[src/rtl/core_avalon_master.sv]
// core_avalon_master: bridges the core's single-word request bus onto an
// Avalon-MM master port. One Avalon transaction per core_start, with
// waitrequest stalls and pipelined read responses. avl_irq is level-synchronized
// into the clk domain.
// Optional build macro: CORE_AVALON_TIMEOUT_EN adds a response timeout and the
// bus_timeout output.
//
//  state     | meaning
//  ----------+-----------------------------------------------------------
//  IDLE      | waiting for core_start; request fields latched on start
//  READ_REQ  | avl_read asserted, waiting for waitrequest=0
//  WRITE_REQ | avl_write asserted, waiting for waitrequest=0
//  READ_WAIT | read accepted, waiting for readdatavalid
//  DONE      | core_ready pulse, back to IDLE next cycle
module core_avalon_master #(
    parameter int AVL_ADDR_W      = 32,
    parameter int IRQ_SYNC_STAGES = 2,
    parameter int TIMEOUT_CYCLES  = 1024
) (
    input  logic                  clk,
    input  logic                  rst,
    input  logic [29:0]           core_addr,
    input  logic [31:0]           core_data_wr,
    input  logic                  core_write,
    input  logic                  core_start,
    output logic [31:0]           core_data_rd,
    output logic                  core_ready,
    output logic                  core_irq,
    output logic [AVL_ADDR_W-1:0] avl_address,
    output logic                  avl_read,
    output logic                  avl_write,
    output logic [31:0]           avl_writedata,
    output logic [3:0]            avl_byteenable,
    input  logic                  avl_waitrequest,
    input  logic [31:0]           avl_readdata,
    input  logic                  avl_readdatavalid,
`ifdef CORE_AVALON_TIMEOUT_EN
    output logic                  bus_timeout,
`endif
    input  logic                  avl_irq
);

    typedef enum logic [2:0] {
        IDLE      = 3'd0,
        READ_REQ  = 3'd1,
        WRITE_REQ = 3'd2,
        READ_WAIT = 3'd3,
        DONE      = 3'd4
    } state_t;

    if (IRQ_SYNC_STAGES < 2 || IRQ_SYNC_STAGES > 4) begin : g_bad_irq_stages
        $error("IRQ_SYNC_STAGES must be within 2..4");
    end
    if (TIMEOUT_CYCLES < 2 || TIMEOUT_CYCLES > 65535) begin : g_bad_timeout
        $error("TIMEOUT_CYCLES must fit the 16-bit timeout counter");
    end

    state_t                     state_q, state_d;
    logic [29:0]                addr_q;
    logic [31:0]                wdata_q;
    logic [31:0]                rdata_q, rdata_d;
    logic [IRQ_SYNC_STAGES-1:0] irq_sync_q;
    logic                       rd_capture;
    logic                       wr_accept;
    logic                       tmo_hit;
    logic                       tmo_flag_d;

`ifdef CORE_AVALON_TIMEOUT_EN
    logic [15:0] tmo_cnt_q;
    logic        tmo_flag_q;

    assign tmo_hit = (state_q == READ_REQ || state_q == WRITE_REQ || state_q == READ_WAIT)
                     && (tmo_cnt_q == 16'(TIMEOUT_CYCLES - 1));

    // Timeout counter: zeroed on issue, counts every cycle a transaction is open.
    always_ff @(posedge clk or posedge rst) begin
        if (rst) begin
            tmo_cnt_q  <= '0;
            tmo_flag_q <= 1'b0;
        end else begin
            if (state_q == IDLE) begin
                tmo_cnt_q <= '0;
            end else if (state_q != DONE) begin
                tmo_cnt_q <= tmo_cnt_q + 16'd1;
            end
            tmo_flag_q <= tmo_flag_d;
        end
    end
`else
    assign tmo_hit = 1'b0;
`endif

    // State register.
    always_ff @(posedge clk or posedge rst) begin
        if (rst) begin
            state_q <= IDLE;
        end else begin
            state_q <= state_d;
        end
    end

    // Next-state logic; a response arriving with the accepting cycle wins over a timeout.
    always_comb begin
        state_d    = state_q;
        rd_capture = avl_readdatavalid &&
                     ((state_q == READ_REQ && !avl_waitrequest) || state_q == READ_WAIT);
        wr_accept  = (state_q == WRITE_REQ) && !avl_waitrequest;
        tmo_flag_d = tmo_hit && !rd_capture && !wr_accept;
        case (state_q)
            IDLE:      if (core_start) state_d = core_write ? WRITE_REQ : READ_REQ;
            READ_REQ: begin
                if (rd_capture || tmo_hit) state_d = DONE;
                else if (!avl_waitrequest) state_d = READ_WAIT;
            end
            WRITE_REQ: if (wr_accept || tmo_hit) state_d = DONE;
            READ_WAIT: if (rd_capture || tmo_hit) state_d = DONE;
            DONE:      state_d = IDLE;
            default:   state_d = IDLE;
        endcase
    end

    // Read data only changes on read completion (real data or timeout marker).
    always_comb begin
        rdata_d = rdata_q;
        if (rd_capture) begin
            rdata_d = avl_readdata;
        end else if (tmo_flag_d && state_q != WRITE_REQ) begin
            rdata_d = 32'hDEAD_BEEF;
        end
    end

    // Request latch, read-data register and irq synchronizer.
    always_ff @(posedge clk or posedge rst) begin
        if (rst) begin
            addr_q     <= '0;
            wdata_q    <= '0;
            rdata_q    <= '0;
            irq_sync_q <= '0;
        end else begin
            if (state_q == IDLE && core_start) begin
                addr_q  <= core_addr;
                wdata_q <= core_data_wr;
            end
            rdata_q    <= rdata_d;
            irq_sync_q <= {irq_sync_q[IRQ_SYNC_STAGES-2:0], avl_irq};
        end
    end

    // Outputs decode from state so reset drops the strobes asynchronously.
    always_comb begin
        avl_read       = (state_q == READ_REQ);
        avl_write      = (state_q == WRITE_REQ);
        core_ready     = (state_q == DONE);
        avl_address    = AVL_ADDR_W'({addr_q, 2'b00});
        avl_writedata  = wdata_q;
        avl_byteenable = 4'hF;
        core_data_rd   = rdata_q;
        core_irq       = irq_sync_q[IRQ_SYNC_STAGES-1];
`ifdef CORE_AVALON_TIMEOUT_EN
        bus_timeout    = (state_q == DONE) && tmo_flag_q;
`endif
    end

endmodule

[config.mk]
export PLATFORM = sky130hd
export DESIGN_NAME = core_avalon_master
export DESIGN_NICKNAME = d
export VERILOG_FILES = /design/src/rtl/core_avalon_master.sv
export SDC_FILE = /design/constraint.sdc
export NUM_CORES = 1
export LEC_CHECK = 0
export ABC_AREA = 1
export CAP_MARGIN = 30
export CORE_MARGIN = 2
export CORE_UTILIZATION = 45
export CTS_CLUSTER_DIAMETER = 80
export DETAILED_ROUTE_END_ITERATION = 8
export DONT_BUFFER_PORTS = 1
export PLACE_DENSITY = 0.59
export SLEW_MARGIN = 0
export SYNTH_ARGS = -nofsm -noshare
export SYNTH_HDL_FRONTEND = slang
export SYNTH_SLANG_ARGS = --single-unit
export TNS_END_PERCENT = 100
[constraint.sdc]
create_clock -name clk -period 2.8 [get_ports clk]
set_clock_uncertainty 0.15 [all_clocks]
set_input_delay 0.28 -clock clk [delete_from_list [all_inputs] [get_ports clk]]
set_output_delay 0.28 -clock clk [all_outputs]
set_load 0.005 [all_outputs]
==> results of run 1 <==
[final cells by class]
type / instances / area, um^2
Clock buffer: 12 / 165
Inverter: 69 / 263
Clock inverter: 4 / 56.3
Fill cell: 703 / 3420
Timing Repair Buffer: 102 / 1040
Multi-Input combinational cell: 257 / 1080
Tap cell: 108 / 135
Sequential cell: 99 / 2480
[registers in the layout, summed over array words and instances, names as in the netlist]
name / count
state_q: 3
irq_sync_q: 2
core_data_rd: 32
avl_writedata: 32
addr_q: 30
[path summary, 6_finish.rpt]
check                                                to  slack, ns                    start
max                        avl_writedata[9]$_DFFE_PP0P_       0.92   state_q[1]$_DFFE_PP0P_
max in group asynchronous        addr_q[17]$_DFFE_PP0P_       1.72                      rst
max reg2reg                avl_writedata[9]$_DFFE_PP0P_       0.92   state_q[1]$_DFFE_PP0P_
min in group asynchronous  avl_writedata[9]$_DFFE_PP0P_       0.40                      rst
min reg2reg                     irq_sync_q[1]$_DFF_PP0_       0.21  irq_sync_q[0]$_DFF_PP0_
min                              state_q[1]$_DFFE_PP0P_       0.02               core_write
[worst register-to-register path: stages, from the launching register on]
cell and delay (ns):
dfrtp_1 0.46, nor2_2 0.22, nand3_4 0.36, buf_12 0.36, o21ai_1 0.25
[synth_stat cells]
master / n / share of area
nor2_2: 1 / 0.0016
nor2_1: 4 / 0.0038
a21oi_2: 1 / 0.0022
nor2_4: 1 / 0.0028
dfrtp_1: 99 / 0.63
inv_1: 66 / 0.063
buf_4: 12 / 0.023
nand2_2: 1 / 0.0016
nor3_1: 2 / 0.0025
nand3_2: 1 / 0.0025
clkbuf_1: 2 / 0.0019
o21ai_1: 60 / 0.076
nand3b_1: 1 / 0.0019
buf_6: 1 / 0.0028
nand2_1: 174 / 0.17
conb_1: 2 / 0.0019
o21ai_0: 3 / 0.0038
inv_2: 3 / 0.0028
buf_2: 7 / 0.0089
buf_1: 3 / 0.0028
nand3_1: 2 / 0.0025
[power breakdown]
part	switching, mW	total (mW)	leakage [nW]	internal, mW
Sequential	0.563	2.65	1.23	2.09
Clock	0.485	0.978	0.113	0.493
Combinational	0.710	1.19	1.40	0.481
Total	1.76	4.82	2.75	3.06
[kinds of logic after synthesis]
group | share of synthesized area
AOI/OAI and AO/OA | 0.0820
buffers and inverters | 0.105
DFF | 0.627
other | 0.00190
and+or+nand+nor | 0.185
[timing repair]
item,in CTS,in global routing
buffers inserted,0,0
hold endpoints to repair,197,0
resized for setup,0,0
hold buffers,99,0
[layer usage]
| metal | wire length, um | up-vias | GRT usage |
|---|---|---|---|
| met5 | 0 | - | 0 |
| met4 | 179 | 0 | 0.0737 |
| met3 | 870 | 14 | 0.0734 |
| met2 | 4770 | 148 | 0.344 |
| met1 | 3620 | 1421 | 0.241 |
| li1 | - | 1507 | - |
[stage by stage]
stage	total power, mW	util	instance area [um^2]	std cells	hold WS [ns]
finish	4.82	0.604	5220	651	0.0186
detailed placement	3.74	0.464	4010	536	0.162
global route	5.23	0.604	5220	651	0.0182
floorplan	3.44	-	3970	450	0.161
CTS	4.84	0.604	5220	651	0.00956
global placement	3.68	0.464	4010	536	0.162
==> metrics.md, run 1 <==
| Metric | Value |
|---|---|
| CTS H-Tree Depth | 3 |
| Initial Utilization | 0.458 |
| Die Area | 0.00955 mm^2 |
| Final ANT Viol Nets | 0 |
| Yosys cell types | 21 |
| CTS tree | done |
| Final worst setup slack | 0.916 ns |
| I/O pins | 205 |
| Yosys warning total | 0 |
| Leak | 2.75 nW |
| Clock latency on the worst-skew pair | 0.35 ns |
| Most frequent cells in the layout | nand2_1 (174), dfrtp_1 (99), dlygate4sd3_1 (99) |
| CP cell instances | nor2_2 > nand3_4 > buf_12 > o21ai_1 |
| Synth Area per Inst | 8.86 um^2 |
| CTS buffer count | 9 |
| Crit path kind | register to register |
| HP Class | input port to register |
| Core ar. | 0.00864 mm^2 |
| Vias in the first global route | 3124 |
| Clock-pin slew on the worst setup and hold paths | 0.10 ns |
| Fin. max-slew vios | 0 |
| Routed len/inst | 14.5 um |
| GP Congestion | 0.871 |
| Sink Count | 99 |
| Synthesis-stage register bit count | 99 |
| RSZ-0062 raised after global routing | no |
| Largest net degree at the start of global routing | 100 |
| Post-synthesis sequential area ratio | 0.627 |
| GRT Residual Overflow | 0 |
| Die width | 97.7 um |
| Hold Vio Cnt, Final | 0 |
| Delay-heaviest family, CP | simple AND/OR/NAND/NOR gates |
| Die Ht | 97.7 um |
| Power per cell area | 923 mW/mm^2 |
| Crit end category | register |
| # nets final | 639 |
| Critical path's largest stage delay | 0.46 ns |
| Status | complete, no violations |
| Via count | 3090 |
| Worst-Margin Slew | 0.530 ns |
| Crit-path slowest cell | dfrtp_1 |
| Peak VDD IR | 429 uV |
| Crit path buf inv count | 1 |
| CP Max Fanout | 86 |
| Ant. Diodes | 0 |
| Mapped cell area | 0.00395 mm^2 |
| HPWL after DPL | 5590 um |
| Starting DRT DRC Count | 79 |
| Clock period minus worst slack | 1.88 ns |
| CP Launch Type | register |
| Residual DRC | 0 |
| # port buffers | 0 |
| Slew headroom | 0.646 |
| Setup TNS | 0 ns |
| Clk root buf | clkbuf_8 |
| GR Util All Layers | 0.204 |
| Critical Path AT | 2.00 ns |
| Drt first pass iters | 4 |
| Mapped Cells | 446 |
| Deepest clock path buffer count | 2 |
| Final setup viols | 0 |
| DP Worst Slack | 0.961 ns |
| Reg2Reg Depth | 4 |
| Commonest non-fill, non-tap cell in the layout | nand2_1 |
| First-pass GRT wire length | 15600 um |
| Worst EP required | 2.92 ns |
| Synth-to-Final Area Change | 32.0% |
| Post-Route WL | 9450 um |
| Crit path depth | 4 |
| Final period utilization | 0.673 |
| Maximum clock rate | 531 MHz |
| Worst hold stages | 4 |
| Max-cap viol count | 0 |
| Cell Rows | 34 |
| Share of layout cells above drive strength 1 | 0.0516 |
| Initial antenna violation count | 0 |
| Via density | 4.75 |
(Power assumes the default switching activity.)
==> inputs of run 2 (changes only) <==
--- a/config.mk
+++ b/config.mk
@@ -12,7 +12,7 @@
 export CTS_CLUSTER_DIAMETER = 80
 export DETAILED_ROUTE_END_ITERATION = 8
 export DONT_BUFFER_PORTS = 1
-export PLACE_DENSITY = 0.59
+export PLACE_DENSITY = 0.57
 export SLEW_MARGIN = 0
 export SYNTH_ARGS = -nofsm -noshare
 export SYNTH_HDL_FRONTEND = slang
==> constraint.sdc (replaced) <==
create_clock -name clk -period 1.83 [get_ports clk]
set_clock_uncertainty 0.15 [all_clocks]
set_input_delay 0.183 -clock clk [delete_from_list [all_inputs] [get_ports clk]]
set_output_delay 0.183 -clock clk [all_outputs]
set_load 0.005 [all_outputs]
==> metrics.md, run 2 (synthesis gave the netlist of run 1 again) <==
| Metric | Value |
|---|---|
| Status | complete, no violations (unchanged) |
| Leak | 2.71 nW (was 2.75 nW) |
| Delay-heaviest family, CP | buffers and inverters (was simple AND/OR/NAND/NOR gates) |
| Die width | 97.7 um (unchanged) |
| CP cell instances | inv_2 > nand2_1 > nand2_2 > nor2_4 > inv_2 > nand2_1 > nand2_1 (was nor2_2 > nand3_4 > buf_12 > o21ai_1) |
| CTS tree | done (unchanged) |
| Via density | 4.70 (was 4.75) |
| Wire length on met3 | 854 um (was 870 um) |
| Critical R2R Launch | state_q[1]$_DFFE_PP0P_ (unchanged) |
| Cell Rows | 34 (unchanged) |
| R2R Path End | core_data_rd[29]$_DFFE_PP0P_ (was avl_writedata[9]$_DFFE_PP0P_) |
| Final ANT Viol Nets | 0 (unchanged) |
| Slew headroom | 0.639 (was 0.646) |
| Max layer used | met4 (unchanged) |
| Die Ht | 97.7 um (unchanged) |
| Final period utilization | 0.857 (was 0.673) |
| Clock latency on the worst-skew pair | 0.35 ns (about the same) |
| Most frequent cells in the layout | nand2_1 (174), dfrtp_1 (99), dlygate4sd3_1 (99) (unchanged) |
| Hold Path End | state_q[2]$_DFFE_PP0P_ (was state_q[1]$_DFFE_PP0P_) |
| Met2 Routed Length | 4300 um (was 4770 um) |
| Via count | 3062 (was 3090) |
| Crit end category | register (unchanged) |
| Worst hold stages | 3 (was 4) |
| GP Congestion | 0.785 (was 0.871) |
| GRT Residual Overflow | 0 (unchanged) |
| Maximum clock rate | 637 MHz (was 531 MHz) |
| Peak VDD IR | 606 uV (was 429 uV) |
| Post-Route WL | 8970 um (was 9450 um) |
| Hold Vio Cnt, Final | 0 (unchanged) |
| Die Area | 0.00955 mm^2 (unchanged) |
| Largest net degree at the start of global routing | 100 (unchanged) |
| Vias in the first global route | 3043 (was 3124) |
| Drt first pass iters | 4 (unchanged) |
| Clock-pin slew on the worst setup and hold paths | 0.08 ns (was 0.10 ns) |
| Power per cell area | 1370 mW/mm^2 (was 923 mW/mm^2) |
| CTS buffer count | 9 (unchanged) |
| HPWL after DPL | 5490 um (was 5590 um) |
| Sink Count | 99 (unchanged) |
| DP Worst Slack | 0.288 ns (was 0.961 ns) |
| Critical Path AT | 1.70 ns (was 2.00 ns) |
| Crit path buf inv count | 2 (was 1) |
| Placed insts | 538 (was 536) |
| Critical path's largest stage delay | 0.46 ns (about the same) |
| Synth-to-Final Area Change | 30.8% (was 32.0%) |
| # port buffers | 0 (unchanged) |
| HP Class | input port to register (unchanged) |
| Share of layout cells above drive strength 1 | 0.0497 (was 0.0516) |
| CTS H-Tree Depth | 3 (unchanged) |
| Final setup viols | 0 (unchanged) |
| Worst-Margin Slew | 0.541 ns (was 0.530 ns) |
| Final Util | 0.599 (was 0.604) |
| Max-cap viol count | 0 (unchanged) |
| Final worst setup slack | 0.261 ns (was 0.916 ns) |
| CP Max Fanout | 33 (was 86) |
| Residual DRC | 0 (unchanged) |
| First-pass GRT wire length | 14900 um (was 15600 um) |
| Most common cell on crit path | nand2_1 |
| Ant. Diodes | 0 (unchanged) |
| CP Launch Type | register (unchanged) |
| Crit path kind | register to register (unchanged) |
| Initial antenna violation count | 0 (unchanged) |
| # nets final | 641 (was 639) |
| Finished Layout Cells | 651 (unchanged) |
| Worst reg-to-reg setup slack | 0.26 ns (was 0.92 ns) |
| GR Util All Layers | 0.193 (was 0.204) |
| Commonest non-fill, non-tap cell in the layout | nand2_1 (unchanged) |
| Deepest clock path buffer count | 2 (unchanged) |
| Worst EP required | 1.96 ns (was 2.92 ns) |
| Post-CTS sizing | 0 (unchanged) |
| Clock period minus worst slack | 1.57 ns (was 1.88 ns) |
| Reg2Reg Depth | 7 (was 4) |
| Clk root buf | clkbuf_8 (unchanged) |
| Core ar. | 0.00864 mm^2 (unchanged) |
| Starting DRT DRC Count | 93 (was 79) |
| Wl on met1 | 3620 um (about the same) |
| I/O pins | 205 (unchanged) |
| Worst hold margin | 0.0275 ns (was 0.0186 ns) |
| RSZ-0062 raised after global routing | no (unchanged) |
| Hold Startpoint | core_start (was core_write) |
| Routed len/inst | 13.8 um (was 14.5 um) |
| Initial Utilization | 0.458 (unchanged) |
| Setup TNS | 0 ns (unchanged) |
| Fin. max-slew vios | 0 (unchanged) |
| Crit-path slowest cell | dfrtp_1 (unchanged) |
## run 2: worst min-delay path, delay by kind of cell
family | cells | cell delay [ns]
and+or+nand+nor | 2 | 0.27
AOI/OAI and AO/OA | 1 | 0.03
## run 2: metal layers
layer	up-vias	track usage
met2	151	0.317
li1	1513	-
met5	-	0
met3	16	0.0748
met4	0	0.0620
met1	1382	0.235
## run 2: worst max path at each step
stage          cells past startpoint                           end                   start  slack (ns)
2_1_floorplan                      1         addr_q[0]$_DFFE_PP0P_                     rst        0.32
3_3_place_gp                       7   core_data_rd[0]$_DFFE_PP0P_  state_q[1]$_DFFE_PP0P_        0.35
3_5_place_dp                       7  core_data_rd[29]$_DFFE_PP0P_  state_q[1]$_DFFE_PP0P_        0.29
4_1_cts                            3                      avl_read  state_q[2]$_DFFE_PP0P_        0.25
5_1_grt                            7  core_data_rd[29]$_DFFE_PP0P_  state_q[1]$_DFFE_PP0P_        0.06
6_report                           7  core_data_rd[29]$_DFFE_PP0P_  state_q[1]$_DFFE_PP0P_        0.26
## run 2: repair_timing
action | 4_1_cts | 5_1_grt
hold buffers | 99 | 0
hold endpoints to repair | 197 | 0
setup buffers | 0 | 0
## run 2: where the power goes
| part | leakage, nW | internal, mW | switching, mW |
|---|---|---|---|
| clock | 0.0665 | 0.480 | 0.727 |
| sequential | 1.23 | 3.19 | 0.859 |
| combinational | 1.41 | 0.750 | 1.07 |
## run 2: metrics by stage
stage	total power, mW	cell area [um^2]
3_3_place_gp	5.66	4020
6_report	7.08	5170
3_5_place_dp	5.72	4020
4_1_cts	7.11	5170
2_1_floorplan	5.26	3970
5_1_grt	7.67	5170
## run 2: cell type report
cell class | count | area [um^2]
fill | 719 | 3470
clock inverter | 4 | 30.0
tap | 108 | 135
inverter | 69 | 263
timing repair buffer | 104 | 1050
multi-input combinational | 257 | 1080
sequential | 99 | 2480
clock buffer | 10 | 128
==> inputs of run 3 (changes only) <==
--- a/config.mk
+++ b/config.mk
@@ -7,12 +7,14 @@
 export LEC_CHECK = 0
 export ABC_AREA = 1
 export CAP_MARGIN = 30
+export CELL_PAD_IN_SITES_DETAIL_PLACEMENT = 2
+export CELL_PAD_IN_SITES_GLOBAL_PLACEMENT = 2
 export CORE_MARGIN = 2
-export CORE_UTILIZATION = 45
+export CORE_UTILIZATION = 31
 export CTS_CLUSTER_DIAMETER = 80
 export DETAILED_ROUTE_END_ITERATION = 8
 export DONT_BUFFER_PORTS = 1
-export PLACE_DENSITY = 0.57
+export PLACE_DENSITY = 0.72
 export SLEW_MARGIN = 0
 export SYNTH_ARGS = -nofsm -noshare
 export SYNTH_HDL_FRONTEND = slang
==> constraint.sdc (replaced) <==
create_clock -name clk -period 1.34 [get_ports clk]
set_clock_uncertainty 0.15 [all_clocks]
set_input_delay 0.134 -clock clk [delete_from_list [all_inputs] [get_ports clk]]
set_output_delay 0.134 -clock clk [all_outputs]
set_load 0.005 [all_outputs]
==> metrics.md, run 3 (synthesis gave the netlist of run 1 again) <==
| Metric | Value |
|---|---|
| Status | complete, but fails checks (was complete, no violations) |
| Failing checks | negative setup slack |
| GRT Residual Overflow | 0 (unchanged) |
| Clock period minus worst slack | 1.57 ns (about the same) |
| Share of layout cells above drive strength 1 | 0.283 (was 0.0497) |
| Reg2Reg Depth | 7 (unchanged) |
| Clock-pin slew on the worst setup and hold paths | 0.07 ns (was 0.08 ns) |
| Power per cell area | 2090 mW/mm^2 (was 1370 mW/mm^2) |
| Initial Utilization | 0.316 (was 0.458) |
| Overall Power | 13.4 mW (was 7.08 mW) |
| Via count | 3596 (was 3062) |
| Initial antenna violation count | 1 (was 0) |
| Fin. max-slew vios | 0 (unchanged) |
| Critical R2R Launch | state_q[1]$_DFFE_PP0P_ (unchanged) |
| Worst EP required | 1.40 ns (was 1.96 ns) |
| Routed len/inst | 22.4 um (was 13.8 um) |
| Final setup viols | 100 (was 0) |
| Peak VDD IR | 909 uV (was 606 uV) |
| Clock latency on the worst-skew pair | 0.34 ns (was 0.35 ns) |
| Maximum clock rate | 638 MHz (was 637 MHz) |
| CP Max Fanout | 12 (was 33) |
| Delay-heaviest family, CP | buffers and inverters (unchanged) |
| Final ANT Viol Nets | 0 (unchanged) |
| CTS H-Tree Depth | 3 (unchanged) |
| Die Area | 0.0137 mm^2 (was 0.00955 mm^2) |
| DP Area | 0.00425 mm^2 (was 0.00402 mm^2) |
| Largest net degree at the start of global routing | 50 (was 100) |
| Cell Int Power | 8.04 mW (was 4.42 mW) |
| GR Util All Layers | 0.208 (was 0.193) |
| Post-Route WL | 17100 um (was 8970 um) |
| HP Class | input port to async pin (was input port to register) |
| Post-route cell area | 0.00640 mm^2 (was 0.00517 mm^2) |
| Crit path kind | register to register (unchanged) |
| Critical Path AT | 1.63 ns (was 1.70 ns) |
| R2R Path End | avl_writedata[0]$_DFFE_PP0P_ (was core_data_rd[29]$_DFFE_PP0P_) |
| Hold Vio Cnt, Final | 0 (unchanged) |
| Sw Ratio | 0.399 (was 0.375) |
| Commonest non-fill, non-tap cell in the layout | nand2_1 (unchanged) |
| Finished Layout Cells | 763 (was 651) |
| Crit end category | register (unchanged) |
| Starting DRT DRC Count | 108 (was 93) |
| Most frequent cells in the layout | nand2_1 (111), dlygate4sd3_1 (100), dfrtp_1 (98) (was nand2_1 (174), dfrtp_1 (99), dlygate4sd3_1 (99)) |
| GP Congestion | 0.703 (was 0.785) |
| Fill cells | 1298 (was 719) |
| Core ar. | 0.0125 mm^2 (was 0.00864 mm^2) |
| Die width | 117 um (was 97.7 um) |
| # port buffers | 0 (unchanged) |
| HPWL after DPL | 7730 um (was 5490 um) |
| Final Util | 0.511 (was 0.599) |
| Max-cap viol count | 0 (unchanged) |
| CTS tree | done (unchanged) |
| Critical path's largest stage delay | 0.42 ns (was 0.46 ns) |
| Worst hold margin | 0.135 ns (was 0.0275 ns) |
| Clk root buf | clkbuf_16 (was clkbuf_8) |
| RSZ-0062 raised after global routing | yes (was no) |
| Via density | 4.71 (was 4.70) |
| Drt first pass iters | 4 (unchanged) |
| First-pass GRT wire length | 21500 um (was 14900 um) |
| Comb pwr share | 0.381 (was 0.257) |
| Leak | 3.23 nW (was 2.71 nW) |
| DP Worst Slack | -0.121 ns (was 0.288 ns) |
| Final worst setup slack | -0.228 ns (was 0.261 ns) |
| Die Ht | 117 um (was 97.7 um) |
| Sw Pwr | 5.35 mW (was 2.65 mW) |
| Crit-path slowest cell | dfrtp_1 (unchanged) |
| Seq pwr share | 0.440 (was 0.573) |
| Final period utilization | 1.17 (was 0.857) |
| CP Launch Type | register (unchanged) |
| Placed insts | 614 (was 538) |
| Setup TNS | -15.21 ns (was 0 ns) |
| # nets final | 686 (was 641) |
| Residual DRC | 0 (unchanged) |
| Worst reg-to-reg setup slack | -0.23 ns (was 0.26 ns) |
| CP cell instances | buf_6 > nor2_4 > nand3_4 > buf_12 > clkbuf_16 > nand2_2 > o21ai_1 (was inv_2 > nand2_1 > nand2_2 > nor2_4 > inv_2 > nand2_1 > nand2_1) |
| Crit path buf inv count | 3 (was 2) |
| Crit path depth | 7 (unchanged) |
| Synth-to-Final Area Change | 61.8% (was 30.8%) |
| Deepest clock path buffer count | 2 (unchanged) |
| Vias in the first global route | 3997 (was 3043) |
| Cell Rows | 41 (was 34) |
| Clock network fraction of design power | 0.179 (was 0.171) |
| I/O pins | 205 (unchanged) |
| Sink Count | 99 (unchanged) |
| CTS buffer count | 9 (unchanged) |
[run 3: cell count changes in the layout (fill, tap and decap cells not counted), moves of 7 or more]
| cell | change |
|---|---|
| clkbuf_8 | -9 |
| buf_12 | +7 |
| nand2_1 | -63 |
| nand2_2 | +51 |
| clkbuf_16 | +19 |
| o21ai_1 | -25 |
| buf_4 | +12 |
| o21ai_2 | +24 |
| buf_6 | +14 |
| nand2_4 | +12 |
[run 3: routing by layer]
| layer | track usage | vias up | wire length [um] |
|---|---|---|---|
| li1 | - | 1609 | - |
| met1 | 0.227 | 1792 | 5880 |
| met2 | 0.375 | 170 | 9510 |
| met3 | 0.0644 | 25 | 1380 |
| met4 | 0.0847 | 0 | 332 |
| met5 | 0 | - | 0 |
[run 3: what timing repair did]
| item | CTS | global route |
|---|---|---|
| setup endpoints to repair | 100 | 100 |
| setup buffers | 11 | 7 |
| hold buffers | 100 | 0 |
| resized for setup | 23 | 113 |
| endpoints found under the hold margin | 197 | 0 |
| pin swaps | 4 | 16 |
| cloned | 1 | 13 |
[run 3: power groups by stage]
stage                     logic (mW)  registers [mW]  clock network (mW)
after floorplan                 2.02            5.22                   0
after global placement          2.45            5.60                   0
after detailed placement        2.70            5.64                   0
after CTS                       3.37            5.62                2.44
after global routing            5.59            6.07                2.58
final                           5.11            5.89                2.40
[run 3: layout make-up]
| class | count | area (um^2) | share of cell area |
|---|---|---|---|
| flip-flops and latches | 99 | 2480 | 0.388 |
| clock buffers | 13 | 240 | 0.0376 |
| multi-input cells | 257 | 1460 | 0.229 |
| repair buffers | 149 | 1720 | 0.268 |
| diodes | 1 | 2.50 | 0.000391 |
| clock inverters | 3 | 15.0 | 0.00235 |
| inverters | 69 | 265 | 0.0415 |
| well taps | 172 | 215 | 0.0336 |
[run 3: worst max-delay path by stage]
stage	start	to	slack, ns
after floorplan	rst	addr_q[0]$_DFFE_PP0P_	-0.12
after global placement	state_q[1]$_DFFE_PP0P_	addr_q[20]$_DFFE_PP0P_	-0.09
after detailed placement	state_q[1]$_DFFE_PP0P_	addr_q[21]$_DFFE_PP0P_	-0.12
after CTS	state_q[2]$_DFFE_PP0P_	avl_write	-0.18
after global routing	state_q[2]$_DFFE_PP0P_	addr_q[10]$_DFFE_PP0P_	-0.28
final	state_q[1]$_DFFE_PP0P_	avl_writedata[0]$_DFFE_PP0P_	-0.23
